File: src/rtl/ubc_pkg.sv
// Shared types and helpers for the universal-binary-counter PWM stage.
package ubc_pkg;

  typedef enum logic [1:0] {
    PWM_IDLE = 2'd0,
    PWM_SYNC = 2'd1,
    PWM_RUN  = 2'd2
  } pwm_state_t;

  // Limit a requested duty to the full-period value 2^n.
  function automatic logic [31:0] clamp_duty(input logic [31:0] duty, input int n);
    logic [31:0] lim;
    lim = 32'd1 << n;
    return (duty > lim) ? lim : duty;
  endfunction

endpackage

File: src/rtl/ubc_duty_shadow.sv
// Double-buffered duty/polarity: writes land in pend, the boundary commit moves
// pend into the active compare value together with the sampled polarity.
module ubc_duty_shadow #(
  parameter int   N        = 4,
  parameter logic POL_INIT = 1'b1
) (
  input  logic       clk,
  input  logic       rst,
  input  logic [N:0] duty_in,
  input  logic       duty_wr,
  input  logic       pol,
  input  logic       commit,
  output logic [N:0] active,
  output logic       pol_act,
  output logic       duty_pend
);
  import ubc_pkg::*;

  localparam int DW = N + 1;

  logic [DW-1:0] pend_r;
  logic [DW-1:0] active_r;
  logic          pol_act_r;
  logic          duty_pend_r;
  logic [DW-1:0] clamped_s;

  // Clamp the incoming request to 2^N before it is buffered.
  always_comb begin
    clamped_s = DW'(clamp_duty(32'(duty_in), N));
  end

  // A write coinciding with the commit still commits the old pend and leaves
  // the new value pending for the following boundary.
  always_ff @(posedge clk or posedge rst) begin
    if (rst) begin
      pend_r      <= '0;
      active_r    <= '0;
      pol_act_r   <= POL_INIT;
      duty_pend_r <= 1'b0;
    end else begin
      if (duty_wr) begin
        pend_r <= clamped_s;
      end
      if (commit) begin
        active_r  <= pend_r;
        pol_act_r <= pol;
      end
      if (duty_wr) begin
        duty_pend_r <= 1'b1;
      end else if (commit) begin
        duty_pend_r <= 1'b0;
      end
    end
  end

  assign active    = active_r;
  assign pol_act   = pol_act_r;
  assign duty_pend = duty_pend_r;

endmodule

File: src/rtl/ubc_pwm_stage.sv
// PWM stage driven by the binary counter: sync-to-boundary FSM, registered
// compare output, period tick and saturating completed-period counter.
module ubc_pwm_stage #(
  parameter int   N        = 4,
  parameter int   PCNT_W   = 8,
  parameter logic POL_INIT = 1'b1
) (
  input  logic              clk,
  input  logic              rst,
  input  logic              en,
  input  logic [N-1:0]      q,
  input  logic              max,
  input  logic              min,
  input  logic              up,
  input  logic [N:0]        duty_in,
  input  logic              duty_wr,
  input  logic              pol,
  output logic              pwm_out,
  output logic              period_tick,
  output logic              duty_pend,
  output logic              running,
  output logic [PCNT_W-1:0] period_cnt
);
  import ubc_pkg::*;

  pwm_state_t        state_r;
  logic              pwm_r;
  logic              tick_r;
  logic              running_r;
  logic [PCNT_W-1:0] pcnt_r;
  logic              boundary_s;
  logic              commit_s;
  logic              compare_s;
  logic [N:0]        active_s;
  logic              pol_act_s;

  ubc_duty_shadow #(.N(N), .POL_INIT(POL_INIT)) u_shadow (
    .clk       (clk),
    .rst       (rst),
    .duty_in   (duty_in),
    .duty_wr   (duty_wr),
    .pol       (pol),
    .commit    (commit_s),
    .active    (active_s),
    .pol_act   (pol_act_s),
    .duty_pend (duty_pend)
  );

  // Period boundary depends on count direction; q is zero-extended so that
  // active = 2^N compares true for every count.
  always_comb begin
    boundary_s = (up & max) | (~up & min);
    commit_s   = boundary_s & (state_r != PWM_IDLE);
    compare_s  = ({1'b0, q} < active_s) ? pol_act_s : ~pol_act_s;
  end

  // Sequencer with registered pwm/tick/running/period outputs.
  always_ff @(posedge clk or posedge rst) begin
    if (rst) begin
      state_r   <= PWM_IDLE;
      pwm_r     <= ~POL_INIT;
      tick_r    <= 1'b0;
      running_r <= 1'b0;
      pcnt_r    <= '0;
    end else begin
      case (state_r)
        PWM_IDLE: begin
          pwm_r  <= ~pol_act_s;
          tick_r <= 1'b0;
          if (en) begin
            state_r <= PWM_SYNC;
          end
        end
        PWM_SYNC: begin
          pwm_r  <= ~pol_act_s;
          tick_r <= 1'b0;
          if (!en) begin
            state_r <= PWM_IDLE;
          end else if (boundary_s) begin
            state_r   <= PWM_RUN;
            running_r <= 1'b1;
            pcnt_r    <= '0;
          end
        end
        PWM_RUN: begin
          if (!en) begin
            state_r   <= PWM_IDLE;
            running_r <= 1'b0;
            pwm_r     <= ~pol_act_s;
            tick_r    <= 1'b0;
          end else begin
            pwm_r  <= compare_s;
            tick_r <= boundary_s;
            if (boundary_s && (pcnt_r != {PCNT_W{1'b1}})) begin
              pcnt_r <= pcnt_r + PCNT_W'(1);
            end
          end
        end
        default: begin
          state_r   <= PWM_IDLE;
          pwm_r     <= ~pol_act_s;
          tick_r    <= 1'b0;
          running_r <= 1'b0;
        end
      endcase
    end
  end

  assign pwm_out     = pwm_r;
  assign period_tick = tick_r;
  assign running     = running_r;
  assign period_cnt  = pcnt_r;

endmodule

File: config.mk
export PLATFORM = sky130hd
export DESIGN_NAME = ubc_pwm_stage
export DESIGN_NICKNAME = d
export VERILOG_FILES = /design/src/rtl/ubc_pkg.sv /design/src/rtl/ubc_duty_shadow.sv /design/src/rtl/ubc_pwm_stage.sv
export SDC_FILE = /design/constraint.sdc
export NUM_CORES = 1
export LEC_CHECK = 0
export ABC_AREA = 1
export CORE_MARGIN = 8
export CORE_UTILIZATION = 35
export DETAILED_ROUTE_END_ITERATION = 16
export GPL_TIMING_DRIVEN = 0
export PLACE_DENSITY = 0.64
export SLEW_MARGIN = 20
export SYNTH_ARGS = -nofsm -noshare
export SYNTH_HDL_FRONTEND = slang
export SYNTH_SLANG_ARGS = --single-unit
File: constraint.sdc
create_clock -name clk -period 1.42 [get_ports clk]
set_input_delay 0.142 -clock clk [delete_from_list [all_inputs] [get_ports clk]]
set_output_delay 0.142 -clock clk [all_outputs]
set_load 0.05 [all_outputs]
==> insert_results.sql <==
INSERT INTO impl_metrics (metric_group, metric, value, unit) VALUES
('run_status', 'run_status', 'completed', ''),
('worst_setup_path', 'worst-setup-path-type', 'reg -> out', ''),
('cts', 'cts_max_path_buffers', '2', ''),
('finish', 'layout_overhead_on_the_synthesized_area', '32.08', '%'),
('sta', 'count_of_final_max_slew_check_failures', '0', ''),
('synthesis', 'synthAdderAreaFrac', '3.752', '%'),
('detailed_routing', 'drc', '0', ''),
('worst_setup_path', 'cp_top_family', 'buffers and inverters', ''),
('floorplan', 'initial_core_util', '36.43', '%'),
('sta', 'post-route-worst-setup-slack', '57.25', 'ps'),
('place', 'place_congestion', '0.7759', ''),
('cts', 'root_buffer_cell', 'sky130_fd_sc_hd__clkbuf_8', ''),
('finish', 'num-nets-final', '232', ''),
('power', 'power_density', '993.7', 'mW/mm2'),
('floorplan', 'core_footprint', '0.003661', 'mm2'),
('floorplan', 'design.die.area', '0.006042', 'mm2'),
('floorplan', 'die_x', '77.73', 'um'),
('power', 'power.share.clock', '23.3', '%'),
('place', 'detailedPlacementHpwl', '2051', 'um'),
('cts', 'tritoncts_num_sinks', '25', ''),
('power', 'power.share.combinational', '27.8', '%'),
('power', 'leakage_power', '0.0008816', 'uW'),
('power', 'switching_share', '32.95', '%'),
('worst_setup_path', 'timing.critical_path.fanout_max', '5', ''),
('detailed_routing', 'via_count', '1140', ''),
('sta', 'slew-limit-headroom', '38.02', '%'),
('cts', 'cts_htree_levels', '1', ''),
('synthesis', 'synth_register_bits', '25', ''),
('global_routing', 'first_pass_grt_wire_length', '4602', 'um'),
('synthesis', 'netlist-cell-type-count', '24', ''),
('worst_setup_path', 'timing.critical_path.slowest_stage_cell', 'sky130_fd_sc_hd__dlygate4sd2_1', ''),
('finish', 'antenna-diode-count', '0', ''),
('synthesis', 'synth_compound_gate_area_share', '9.287', '%'),
('power', 'cell_internal_pwr', '1174', 'uW'),
('detailed_routing', 'dr.first_iter.drc_count', '26', ''),
('synthesis', 'yosys.area_share.simple', '28.89', '%'),
('place', 'post-place-ws', '-122.7', 'ps'),
('sta', 'timing.fmax', '0.7338', 'GHz'),
('power', 'p_switching', '576.9', 'uW'),
('worst_setup_path', 'r2r.worst_path.cells', '8', ''),
('floorplan', 'fp.dieH', '77.73', 'um'),
('detailed_routing', 'antenna_left', '0', ''),
('sta', 'period_share', '95.97', '%'),
('worst_setup_path', 'max_stage_delay', '540', 'ps'),
('sta', 'hold_viol_final', '0', ''),
('power', 'ir_drop', '0.6158', 'mV'),
('synthesis', 'syn_inst', '176', ''),
('global_routing', 'grt_start_max_net_pins', '26', ''),
('sta', 'final.hold.worst_slack', '382.4', 'ps'),
('synthesis', 'cell_area_after_synthesis', '0.001334', 'mm2'),
('cts', 'clkTransAtPathRegs', '90', 'ps'),
('flow_run', 'timing.max_cap.violations', '0', ''),
('synthesis', 'yosysWarningCount', '0', ''),
('sta', 'rsz0062_at_grt', 'true', ''),
('synthesis', 'ys_seq_area_share', '47.00', '%'),
('global_routing', 'globalRouteTotalUtil', '9.073', '%'),
('detailed_routing', 'wl_per_cell', '10.11', 'um'),
('sta', 'fin_skew', '8.024', 'ps'),
('worst_setup_path', 'path_cells', 'dlygate4sd2_1', ''),
('worst_setup_path', 'crit_path_end_kind', 'output port', ''),
('detailed_routing', 'detail_route.wirelength', '2608', 'um'),
('worst_hold_path', 'holdCritPathClass', 'in -> async', ''),
('detailed_routing', 'detail_route.first_pass.iterations', '2', ''),
('worst_setup_path', 'cp_data_arrival_time', '1220', 'ps'),
('finish', 'drive_gt1_share', '16.67', '%'),
('cts', 'ctsHoldBuffers', '0', ''),
('finish', 'filler_cell_count', '359', ''),
('floorplan', 'rows', '22', ''),
('worst_setup_path', 'cp_data_required_time', '1280', 'ps'),
('sta', 'setup_viol_count_final', '0', ''),
('global_routing', 'grt_overflow_total', '0', '');
[power by group through the flow]
stage | Sequential, uW | Combinational (uW) | Clock, uW
2_1_floorplan | 962 | 241 | 0
3_3_place_gp | 868 | 492 | 0
3_5_place_dp | 873 | 497 | 0
4_1_cts | 858 | 480 | 434
5_1_grt | 868 | 550 | 459
6_report | 856 | 486 | 408
[final cells by class]
type                    instances  area [um2]  area share, %
repair buffers                 30       272.8          15.48
inverters                      31       116.4          6.605
multi-input cells             119       626.9          35.58
flip-flops and latches         25       634.4          36.01
clock buffers                   3       41.29          2.344
plain buffers                   1       5.005         0.2841
clock inverters                 1       5.005         0.2841
well taps                      48       60.06          3.409
[cells in the mapped netlist (all sizes together)]
cell type,number,area share [%]
nor2,19,5.3
a21o,1,0.56
dfstp,1,2.0
nor3,1,0.37
dfrtp,24,45
ha,4,3.8
buf,1,0.37
o22ai,2,0.94
clkinv,1,0.28
nand3,11,4.1
o21ai,9,3.4
a211oi,1,0.56
inv,30,8.4
xor2,2,1.3
nand4,2,0.94
nand3b,1,0.56
a21oi,8,3.8
nand2,57,18
xnor2,1,0.66
[per-layer routing]
metal	global-route usage (%)	up-vias	share of wire [%]
met5	0	-	0
met3	3.341	2	5.3
met1	10.94	506	48
met2	14.37	16	45
li1	-	616	-
met4	3.396	0	1.4
[through the flow]
step                std cells  instance area, um2  util, %  total power [uW]
detailed placement        252                1703    46.51              1370
CTS                       256                1739    47.51              1771
floorplan                 176                1363        -              1203
finish                    258                1762    48.12              1751
global placement          252                1703    46.51              1360
global route              258                1762    48.12              1878
[kinds of logic after synthesis]
kind of cell | after synthesis
AO/OA/AOI/OAI | 21
XOR/XNOR | 3
adder cells (fa/ha/maj) | 4
buffers and inverters | 32
flip-flops | 25
AND/OR/NAND/NOR | 91
[placed cells by master (no fill, tap or decap), types with 2 or more instances in the layout]
master / count
sky130_fd_sc_hd__a21oi_1: 6
sky130_fd_sc_hd__buf_4: 2
sky130_fd_sc_hd__clkbuf_2: 3
sky130_fd_sc_hd__clkbuf_8: 3
sky130_fd_sc_hd__clkdlybuf4s50_1: 16
sky130_fd_sc_hd__dfrtp_1: 18
sky130_fd_sc_hd__dfrtp_2: 6
sky130_fd_sc_hd__dlygate4sd2_1: 7
sky130_fd_sc_hd__ha_1: 3
sky130_fd_sc_hd__inv_1: 26
sky130_fd_sc_hd__inv_2: 5
sky130_fd_sc_hd__nand2_1: 50
sky130_fd_sc_hd__nand2_2: 3
sky130_fd_sc_hd__nand2_4: 4
sky130_fd_sc_hd__nand3_1: 10
sky130_fd_sc_hd__nand4_1: 2
sky130_fd_sc_hd__nor2_1: 18
sky130_fd_sc_hd__o21ai_0: 4
sky130_fd_sc_hd__o21ai_1: 5
sky130_fd_sc_hd__o22ai_1: 2
sky130_fd_sc_hd__xor2_1: 2
[flip-flops by register name, indices dropped and copies added (netlist names)]
name,count
u_shadow.duty_pend,1
pwm_out,1
u_shadow.active,5
period_cnt,8
state_r,2
running,1
period_tick,1
u_shadow.pol_act,1
u_shadow.pend_r,5
[path summary, 6_finish.rpt]
kind,from,to,slack [ps]
max,period_cnt[4],period_cnt[4],60
min,rst,state_r[0],380
max reg2reg,period_cnt[0],period_cnt[6],120
min reg2reg,u_shadow.duty_pend,u_shadow.duty_pend,480
max in group asynchronous,rst,period_cnt[5],400
min in group clk,pol,u_shadow.pol_act,450
[repair_timing]
action / 4_1_cts / 5_1_grt
buffers inserted: 0 / 2
pin swaps: 0 / 8
endpoints found under the setup margin: 12 / 13
resized for setup: 16 / 12
Power figures use the tool's default switching activity.
==> variant: new RTL, config.mk and constraints unchanged <==
Add an input register stage for `duty_in`, without a reset; this delays it by one clock. The other inputs are not delayed to match.
--- a/src/rtl/ubc_pwm_stage.sv
+++ b/src/rtl/ubc_pwm_stage.sv
@@ -23,6 +23,12 @@
 );
   import ubc_pkg::*;
 
+  logic [N:0] duty_q;
+
+  always_ff @(posedge clk) begin
+    duty_q <= duty_in;
+  end
+
   pwm_state_t        state_r;
   logic              pwm_r;
   logic              tick_r;
@@ -37,7 +43,7 @@
   ubc_duty_shadow #(.N(N), .POL_INIT(POL_INIT)) u_shadow (
     .clk       (clk),
     .rst       (rst),
-    .duty_in   (duty_in),
+    .duty_in   (duty_q),
     .duty_wr   (duty_wr),
     .pol       (pol),
     .commit    (commit_s),
Behaviour: not the same (Yosys sat finds a counterexample within 4 cycles, from zero or initial values and one cycle with rst high).
==> variant against the original RTL <==
Sequential cell count is 5 higher; total power increased by 26%; cell count rose by 5.0%; count of clock-buffer cells in the layout rose by 3; design area increased by 8.2%; worst setup slack lost 4.3 ps; wire length grew 13%; area after synthesis grew 11%; non-clock buffer count shrank 2; critical path type unchanged; critical endpoint is now period_cnt[7]; largest cell class unchanged; largest power group unchanged.
==> variant: results <==
export IMPL_dpl_hpwl_um=2150
export IMPL_synth_area_top_cells="dfrtp_1, nand2_1, inv_1, dfxtp_1, nand3_1"
export IMPL_p_leak_nw=0.940
export IMPL_relSlewSlack_pct=37.7
export IMPL_post_drt_wl_per_cell_um=10.8
export IMPL_grt_pass1_vias=1140
export IMPL_synthArstFlopShare_pct=83.3
export IMPL_clkSlewWorstSetupHoldPaths_ps=60
export IMPL_r2r_end="period_cnt[5]$_DFFE_PP0P_"
export IMPL_placedCellCount=263
export IMPL_use_met2_pct=16.0
export IMPL_drive_gt1_share_pct=13.6
export IMPL_syn_area_per_cell_um2=7.97
export IMPL_synth_ff_type="dfrtp_1"
export IMPL_gp_congestion=0.746
export IMPL_drt_iter0_markers=42
export IMPL_crit_family="buffers and inverters"
export IMPL_dp_slack_ps=-180
export IMPL_hold_depth=1
export IMPL_clock_latency_ps=280
export IMPL_grt_pass1_wl_um=5010
export IMPL_cp_max_fo=5
export IMPL_drt_first_pass_iters=4
export IMPL_r2r_slack_ps=100
export IMPL_syn_nets=206
export IMPL_vias=1216
export IMPL_r2r_cells=8
export IMPL_hp_start="duty_in[4]"
export IMPL_holdWs_ps=304
export IMPL_critical_path_max_stage_delay_ps=550
export IMPL_h_tree_depth=2
export IMPL_track_usage_pct=9.69
export IMPL_port_buffers=28
export IMPL_min_path_type="in -> reg"
export IMPL_largest_reg_flops=8
export IMPL_use_met1_pct=10.8
export IMPL_synthDistinctLibCells=26
export IMPL_ys_seq_area_share_pct=49.3
export IMPL_finClkSkew_ps=6.89
export IMPL_nFillCells=408
export IMPL_crit_slowest_cell="dlygate4sd2_1"
export IMPL_synth_commonest_cells="nand2_1, inv_1, dfrtp_1, nor2_1, nand3_1"
export IMPL_routed_wl_um=2940
export IMPL_diodes=0
export IMPL_grt_max_degree=26
export IMPL_cts_root_buffer="clkbuf_8"
export IMPL_nets=241
export IMPL_vdd_ir_drop_max_uv=747
export IMPL_outcome="finished clean"
export IMPL_grt_use_met3_pct=3.86
export IMPL_cts_buffers=5
export IMPL_crit_reg2reg_launch="state_r[0]$_DFFE_PP0P_"
variant: kinds of logic (layout without fill, tap and decap cells):
family                   count (synthesis)  count (layout)  synth area share (%)
XOR/XNOR                                 2               2                  1.19
AO/OA/AOI/OAI                           18              18                  7.39
adder cells (fa/ha/maj)                  4               4                  3.40
AND/OR/NAND/NOR                         97              97                  30.0
flip-flops                              30              30                  49.3
buffers and inverters                   34              70                  8.74
variant: area by class of cell:
type | count | area, um2 | share of cell area (%)
clock inverters | 2 | 12.5 | 0.657
clock buffers | 6 | 82.6 | 4.33
flip-flops and latches | 30 | 732 | 38.4
multi-input cells | 121 | 627 | 32.9
repair buffers | 28 | 258 | 13.5
plain buffers | 1 | 7.51 | 0.394
inverters | 33 | 124 | 6.50
well taps | 50 | 62.6 | 3.28
variant: worst max path at each step:
stage / depth (start not counted) / startpoint / slack (ps) / end
floorplan: 8 / period_cnt[5]$_DFFE_PP0P_ / 10 / period_cnt[5]$_DFFE_PP0P_
global placement: 8 / up / -160 / u_shadow.active[2]$_DFFE_PP0P_
detailed placement: 8 / up / -180 / u_shadow.active[1]$_DFFE_PP0P_
CTS: 1 / period_cnt[0]$_DFFE_PP0P_ / 8 / period_cnt[0]
global route: 8 / state_r[0]$_DFFE_PP0P_ / -6 / period_cnt[5]$_DFFE_PP0P_
finish: 1 / period_cnt[7]$_DFFE_PP0P_ / 50 / period_cnt[7]
variant: layer usage:
metal	wire [um]	vias to the layer above
met5	0	-
met4	50	0
met3	155	5
met2	1440	23
met1	1300	541
li1	-	647
variant: per-stage QoR:
stage | instance area, um2 | util (%)
after detailed placement | 1820 | 45.2
after CTS | 1900 | 47.2
after floorplan | 1480 | -
after global placement | 1820 | 45.2
final | 1910 | 47.3
after global routing | 1910 | 47.3
variant: what timing repair did:
action	in CTS	in global routing
setup endpoints to repair	12	16
setup buffers	0	0
hold buffers	0	0
resized for setup	12	14
variant: where the power goes:
group / total (mW) / switching [mW] / leakage (nW) / internal [mW]
clock network: 0.707 / 0.318 / 0.0472 / 0.389
logic: 0.497 / 0.325 / 0.534 / 0.172
registers: 1.01 / 0.0571 / 0.359 / 0.952
